## config.mk

```make
export PLATFORM = sky130hd
export DESIGN_NAME = ram_arbiter
export DESIGN_NICKNAME = d
export VERILOG_FILES = /design/src/rtl/ram_arbiter_pkg.sv /design/src/rtl/ram_arb_buffer.sv /design/src/rtl/ram_arbiter.sv
export SDC_FILE = /design/constraint.sdc
export NUM_CORES = 1
export LEC_CHECK = 0
export BUFFER_PORTS_ARGS = -buffer_cell sky130_fd_sc_hd__buf_2
export CORE_MARGIN = 2
export CORE_UTILIZATION = 40
export CTS_CLUSTER_DIAMETER = 50
export DETAILED_ROUTE_END_ITERATION = 8
export GPL_TIMING_DRIVEN = 0
export PLACE_DENSITY = 0.66
export RECOVER_POWER = 50
export SYNTH_ARGS = -nofsm -noshare
export SYNTH_HDL_FRONTEND = slang
export SYNTH_SLANG_ARGS = --single-unit
```

## constraint.sdc

```tcl
create_clock -name clock -period 2.7 [get_ports clock]
set_input_delay 0.135 -clock clock [delete_from_list [all_inputs] [get_ports clock]]
set_output_delay 0.135 -clock clock [all_outputs]
set_load 0.02 [all_outputs]
```

## src/rtl/ram_arbiter_pkg.sv

```systemverilog
// rtl/ram_arbiter_pkg.sv - configuration constants and shared types for ram_arbiter
//
// Package configure : build-time defaults (RAM_ARB_TIMEOUT feeds timeout_cycles).
// Package wires     : memory port records, arbiter state enum, arbiter register record.

package configure;

    // Default watchdog length in BUSY cycles (only used with RAM_ARB_TIMEOUT_EN).
    localparam int RAM_ARB_TIMEOUT = 1024;

endpackage

package wires;

    typedef struct packed {
        logic        mem_valid;
        logic        mem_instr;
        logic [31:0] mem_addr;
        logic [31:0] mem_wdata;
        logic [3:0]  mem_wstrb;
    } mem_in_type;

    typedef struct packed {
        logic        mem_ready;
        logic        mem_error;
        logic [31:0] mem_rdata;
    } mem_out_type;

    typedef enum logic [0:0] {
        IDLE = 1'b0,
        BUSY = 1'b1
    } ram_arb_state_type;

    typedef struct packed {
        ram_arb_state_type state;
        logic              owner;   // port whose transaction is in flight
        logic              last;    // last granted port, breaks ties
        mem_in_type        ram_in;  // registered request to the RAM
    } ram_arb_reg_type;

    // last=1 so that port 0 wins the first tie after reset.
    localparam ram_arb_reg_type RAM_ARB_REG_RESET = '{
        state:  IDLE,
        owner:  1'b0,
        last:   1'b1,
        ram_in: '0
    };

endpackage

```

## src/rtl/ram_arb_buffer.sv

```systemverilog
// rtl/ram_arb_buffer.sv - one-entry request buffer for one arbiter port
//
// Ports:
//   clock, reset : clock and synchronous active-high reset
//   i_req        : requester request; captured whenever i_req.mem_valid=1
//   i_grant      : arbiter grants this port this cycle; clears o_pend
//   o_pend       : a captured request is waiting
//   o_req        : held request fields

module ram_arb_buffer
    import wires::*;
(
    input  logic       clock,
    input  logic       reset,
    input  mem_in_type i_req,
    input  logic       i_grant,
    output logic       o_pend,
    output mem_in_type o_req
);

    logic       r_pend;
    mem_in_type r_req;

    // A new valid wins over a grant on the same edge: the grant consumes the
    // old contents (already copied into ram_in) and the new request is kept.
    always_ff @(posedge clock) begin
        if (reset) begin
            r_pend <= 1'b0;
            r_req  <= '0;
        end else if (i_req.mem_valid) begin
            r_pend <= 1'b1;
            r_req  <= i_req;
        end else if (i_grant) begin
            r_pend <= 1'b0;
        end
    end

    assign o_pend = r_pend;
    assign o_req  = r_req;

endmodule

```

## src/rtl/ram_arbiter.sv

```systemverilog
// rtl/ram_arbiter.sv - round-robin arbiter sharing one RAM port between two requesters
//
// Optional feature macro: RAM_ARB_TIMEOUT_EN (BUSY watchdog of timeout_cycles).
//
// Ports:
//   clock, reset       : clock and synchronous active-high reset
//   req0_in / req0_out : requester 0 request / response
//   req1_in / req1_out : requester 1 request / response
//   ram_in             : registered request to the RAM (mem_valid for one cycle)
//   ram_out            : RAM response, routed combinationally to the owner

module ram_arbiter
    import wires::*;
#(
    parameter int timeout_cycles = configure::RAM_ARB_TIMEOUT
) (
    input  logic        clock,
    input  logic        reset,
    input  mem_in_type  req0_in,
    output mem_out_type req0_out,
    input  mem_in_type  req1_in,
    output mem_out_type req1_out,
    output mem_in_type  ram_in,
    input  mem_out_type ram_out
);

    ram_arb_reg_type r_arb;
    ram_arb_reg_type w_arb;
    logic            w_pend0;
    logic            w_pend1;
    mem_in_type      w_buf0;
    mem_in_type      w_buf1;
    logic            w_grant0;
    logic            w_grant1;
    logic            w_busy;
    logic            w_done;
    logic            w_timeout;
    mem_out_type     w_rsp;

    ram_arb_buffer u_buf0 (
        .clock   (clock),
        .reset   (reset),
        .i_req   (req0_in),
        .i_grant (w_grant0),
        .o_pend  (w_pend0),
        .o_req   (w_buf0)
    );

    ram_arb_buffer u_buf1 (
        .clock   (clock),
        .reset   (reset),
        .i_req   (req1_in),
        .i_grant (w_grant1),
        .o_pend  (w_pend1),
        .o_req   (w_buf1)
    );

    assign w_busy = (r_arb.state == BUSY);
    // Ready seen in IDLE (e.g. after a reset mid-transaction) is ignored.
    assign w_done = w_busy && (ram_out.mem_ready || w_timeout);

`ifdef RAM_ARB_TIMEOUT_EN
    localparam int CW = $clog2(timeout_cycles) + 1;

    logic [CW-1:0] r_count;
    logic          r_timeout;

    // r_count equals the number of BUSY cycles since the issue cycle; the abort
    // response is registered so it appears the cycle after reaching the limit.
    always_ff @(posedge clock) begin
        if (reset) begin
            r_count   <= '0;
            r_timeout <= 1'b0;
        end else begin
            if (w_grant0 || w_grant1) begin
                r_count <= '0;
            end else if (w_busy && !ram_out.mem_ready) begin
                r_count <= r_count + 1'b1;
            end
            r_timeout <= w_busy && !ram_out.mem_ready && !r_timeout &&
                         (r_count == CW'(timeout_cycles - 1));
        end
    end

    assign w_timeout = r_timeout;
`else
    // No watchdog in this build: the abort condition can never hold.
    assign w_timeout = (timeout_cycles < 0);
`endif

    always_comb begin
        w_arb    = r_arb;
        w_grant0 = 1'b0;
        w_grant1 = 1'b0;
        if (w_busy) begin
            w_arb.ram_in.mem_valid = 1'b0;
        end
        if (w_done) begin
            w_arb.state = IDLE;
        end
        // Grant from IDLE or straight out of a completing transaction.
        if ((!w_busy || w_done) && (w_pend0 || w_pend1)) begin
            if (w_pend0 && (!w_pend1 || r_arb.last)) begin
                w_grant0 = 1'b1;
            end else begin
                w_grant1 = 1'b1;
            end
            w_arb.state            = BUSY;
            w_arb.owner            = w_grant1;
            w_arb.last             = w_grant1;
            w_arb.ram_in           = w_grant1 ? w_buf1 : w_buf0;
            w_arb.ram_in.mem_valid = 1'b1;
        end
    end

    always_ff @(posedge clock) begin
        if (reset) begin
            r_arb <= RAM_ARB_REG_RESET;
        end else begin
            r_arb <= w_arb;
        end
    end

    always_comb begin
        req0_out = '0;
        req1_out = '0;
        w_rsp    = ram_out;
        if (w_timeout) begin
            w_rsp = '{mem_ready: 1'b1, mem_error: 1'b1, mem_rdata: 32'h0};
        end
        if (w_done) begin
            if (r_arb.owner) begin
                req1_out = w_rsp;
            end else begin
                req0_out = w_rsp;
            end
        end
    end

    assign ram_in = r_arb.ram_in;

endmodule

```

==> impl_metrics.tcl <==
set metrics [dict create \
    diodes 0 \
    dieArea_um2 24300 \
    skew_ps 14.5 \
    layout-drive-gt1-share 0.261 \
    die_y_um 156 \
    grt_overflow 0 \
    place_hpwl_mm 22.1 \
    io_buffers 310 \
    area_growth_pct 44.2 \
    fillers 2031 \
    grt_first_pass_wirelength_mm 49.3 \
    core_um2 22600 \
    clk_latency_ps 530 \
    yosysSeqAreaShare 0.462 \
    vdd_ir_drop_max_v 0.000505 \
    synthCells 1022 \
    max_stage_delay_ps 380 \
    io_pins 314 \
    path_cells "nand2_1, nor2_1, clkbuf_1, and2_1, buf_2" \
    hold_violations 0 \
    synth_area_um2 9230 \
    start_util 0.408 \
    max_freq_mhz 448 \
    cts_sinks 213 \
    synthDistinctLibCells 23 \
    nets 1675 \
    synth_top_area_frac 0.462 \
    tightest_slew_ps 733 \
    leakage_nw 5.96 \
    fin_setup_tns_ps 0 \
    maxCapViolCount 0 \
    die_w_um 156 \
    track_usage 0.257 \
    placed_area_um2 11100 \
    cts_buffers 27 \
    cts_max_level 1 \
    cp_num_buf_inv 2 \
    p_per_area_nw_per_um2 611 \
    fin_area_um2 13300 \
    synth_warnings 0 \
    crit_fanout 10 \
    dp_cells 1617 \
    startpoint_type "flip-flop" \
    place.gp.congestion 0.790 \
    path_class "flip-flop to primary output" \
    clock_path_buffers 3 \
    antenna_found_initial 0 \
    drtAntennaViolNets 0 \
    dr.pass1.iters 5 \
    required_ps 2570 \
    drt_iter0_markers 635 \
    status "finished clean" \
    setup_ws_ps 465 \
    slowest_stage "clkbuf_1" \
    finalSetupViolations 0 \
    path_clk_slew_ps 60 \
    viasPerCell 5.16 \
    post-place-ws_ps 802 \
    worstSetupEndpointType "primary output" \
    synth.area.top_cells "dfxtp_1 (46%), mux2i_1 (15%), buf_4 (6.2%), nor2_1 (5.7%), a31oi_1 (4.7%)" \
    synth_fp_nets 1198 \
    layout_min_cycle_time_ps 2230 \
    routedWlPerCell_um 18.2 \
    hold_class "primary input to flip-flop" \
    routed_wl_mm 32.9 \
    synth-seq-cells 213 \
    slew_headroom 0.512 \
    slew_viol_final 0 \
    arrival_ps 2100 \
    finalNonFillerCells 1805 \
    vias 9307 \
    grt_max_degree 14 \
    cts_tree "done" \
    grt_pass1_vias 8935 \
    finalCritPeriodShare 0.828 \
    cts.repair.resized 0 \
    cts-root-buf "clkbuf_16" \
    synth_largest_area_cell "dfxtp_1" \
    drc 0 \
    rsz0062_at_grt "no" \
    syn_avg_cell_area_um2 9.03 \
    path_delay_family "simple AND/OR/NAND/NOR gates" \
    rows 55 \
    finalPower_mw 8.13 \
    post_cts_buffers 0 \
]
[worst min-delay path: cells and delay by family]
family / cells / cell delay [ps]
buffers and inverters: 2 / 520
AO/OA/AOI/OAI: 1 / 170
[state kept, by name, indices dropped and copies added (netlist names)]
register,count
u_buf0.o_req,69
u_buf1.o_pend,1
u_buf1.o_req,69
u_buf0.o_pend,1
r_arb,2
ram_in,70
w_busy,1
[what timing repair did]
action / CTS / global route
endpoints found under the setup margin: 0 / 0
hold buffers: 138 / 0
endpoints found under the hold margin: 138 / 0
[path summary, 6_finish.rpt]
path	slack (ps)	start	end	cells past startpoint
setup / recovery	470	w_busy	req0_out[16]	5
hold / removal	330	reset	ram_in[69]	3
setup reg to reg	790	w_busy	ram_in[67]	6
hold reg to reg	470	ram_in[69]	ram_in[69]	2
[synth_stat cells (all sizes together)]
cell / count
and3: 1
a31oi: 69
and2b: 1
and2: 66
clkbuf: 59
buf: 112
a21boi: 3
nand2: 2
nand4: 69
nand2b: 3
a221o: 1
o21ai: 71
a21oi: 3
o21ba: 2
dfxtp: 213
nand3: 69
nor2: 140
mux2i: 138
[routing by layer]
metal  GRT usage  vias to the layer above  wire length [um]
met4      0.0660                        0               761
met1       0.357                     4406             14800
met2       0.417                      370             15300
met3      0.0403                       59              2030
met5           0                        -                 0
li1            -                     4472                 -
[cell type report]
type	count	area, um^2	share of cell area
Multi-Input combinational cell	638	4000	0.300
Buffer	171	963	0.0724
Clock inverter	17	154	0.0116
Clock buffer	33	728	0.0547
Sequential cell	213	4260	0.320
Tap cell	285	357	0.0268
Timing Repair Buffer	448	2850	0.214
[cells in the final DEF (no fill, tap or decap), types with 2 or more instances in the layout]
cell type	instances
o21ai_0	65
buf_4	76
and2_1	66
nand3_1	69
clkbuf_8	3
clkinv_2	4
nand2_1	2
a21boi_1	2
nand4_1	69
clkbuf_16	27
dlygate4sd3_1	138
nand2b_1	3
a21oi_1	3
o21ba_2	2
a31oi_1	69
buf_2	270
nor2_1	139
inv_6	5
o21ai_1	6
clkbuf_1	136
clkinvlp_4	5
dfxtp_1	213
buf_1	2
mux2i_1	138
inv_8	2
[power breakdown]
group	switching [mW]	leakage, nW	total, mW	internal, mW
clock network	1.48	0.423	3.53	2.05
registers	0.0962	1.75	3.42	3.32
logic	0.655	3.79	1.19	0.532
total	2.23	5.96	8.13	5.90
[per-stage QoR]
stage          utilization  hold slack (ps)
3_3_place_gp         0.492              368
6_report             0.588              333
4_1_cts              0.592              316
2_1_floorplan            -              282
3_5_place_dp         0.492              376
5_1_grt              0.588              348
[cell families (layout without fill, tap and decap cells)]
kind of cell,Yosys count,after routing,share of synthesized area
buffers and inverters,171,669,0.105
multiplexers,138,138,0.150
AO/OA/AOI/OAI,149,149,0.0926
flip-flops,213,213,0.462
AND/OR/NAND/NOR,351,351,0.191
(Power assumes the default switching activity.)
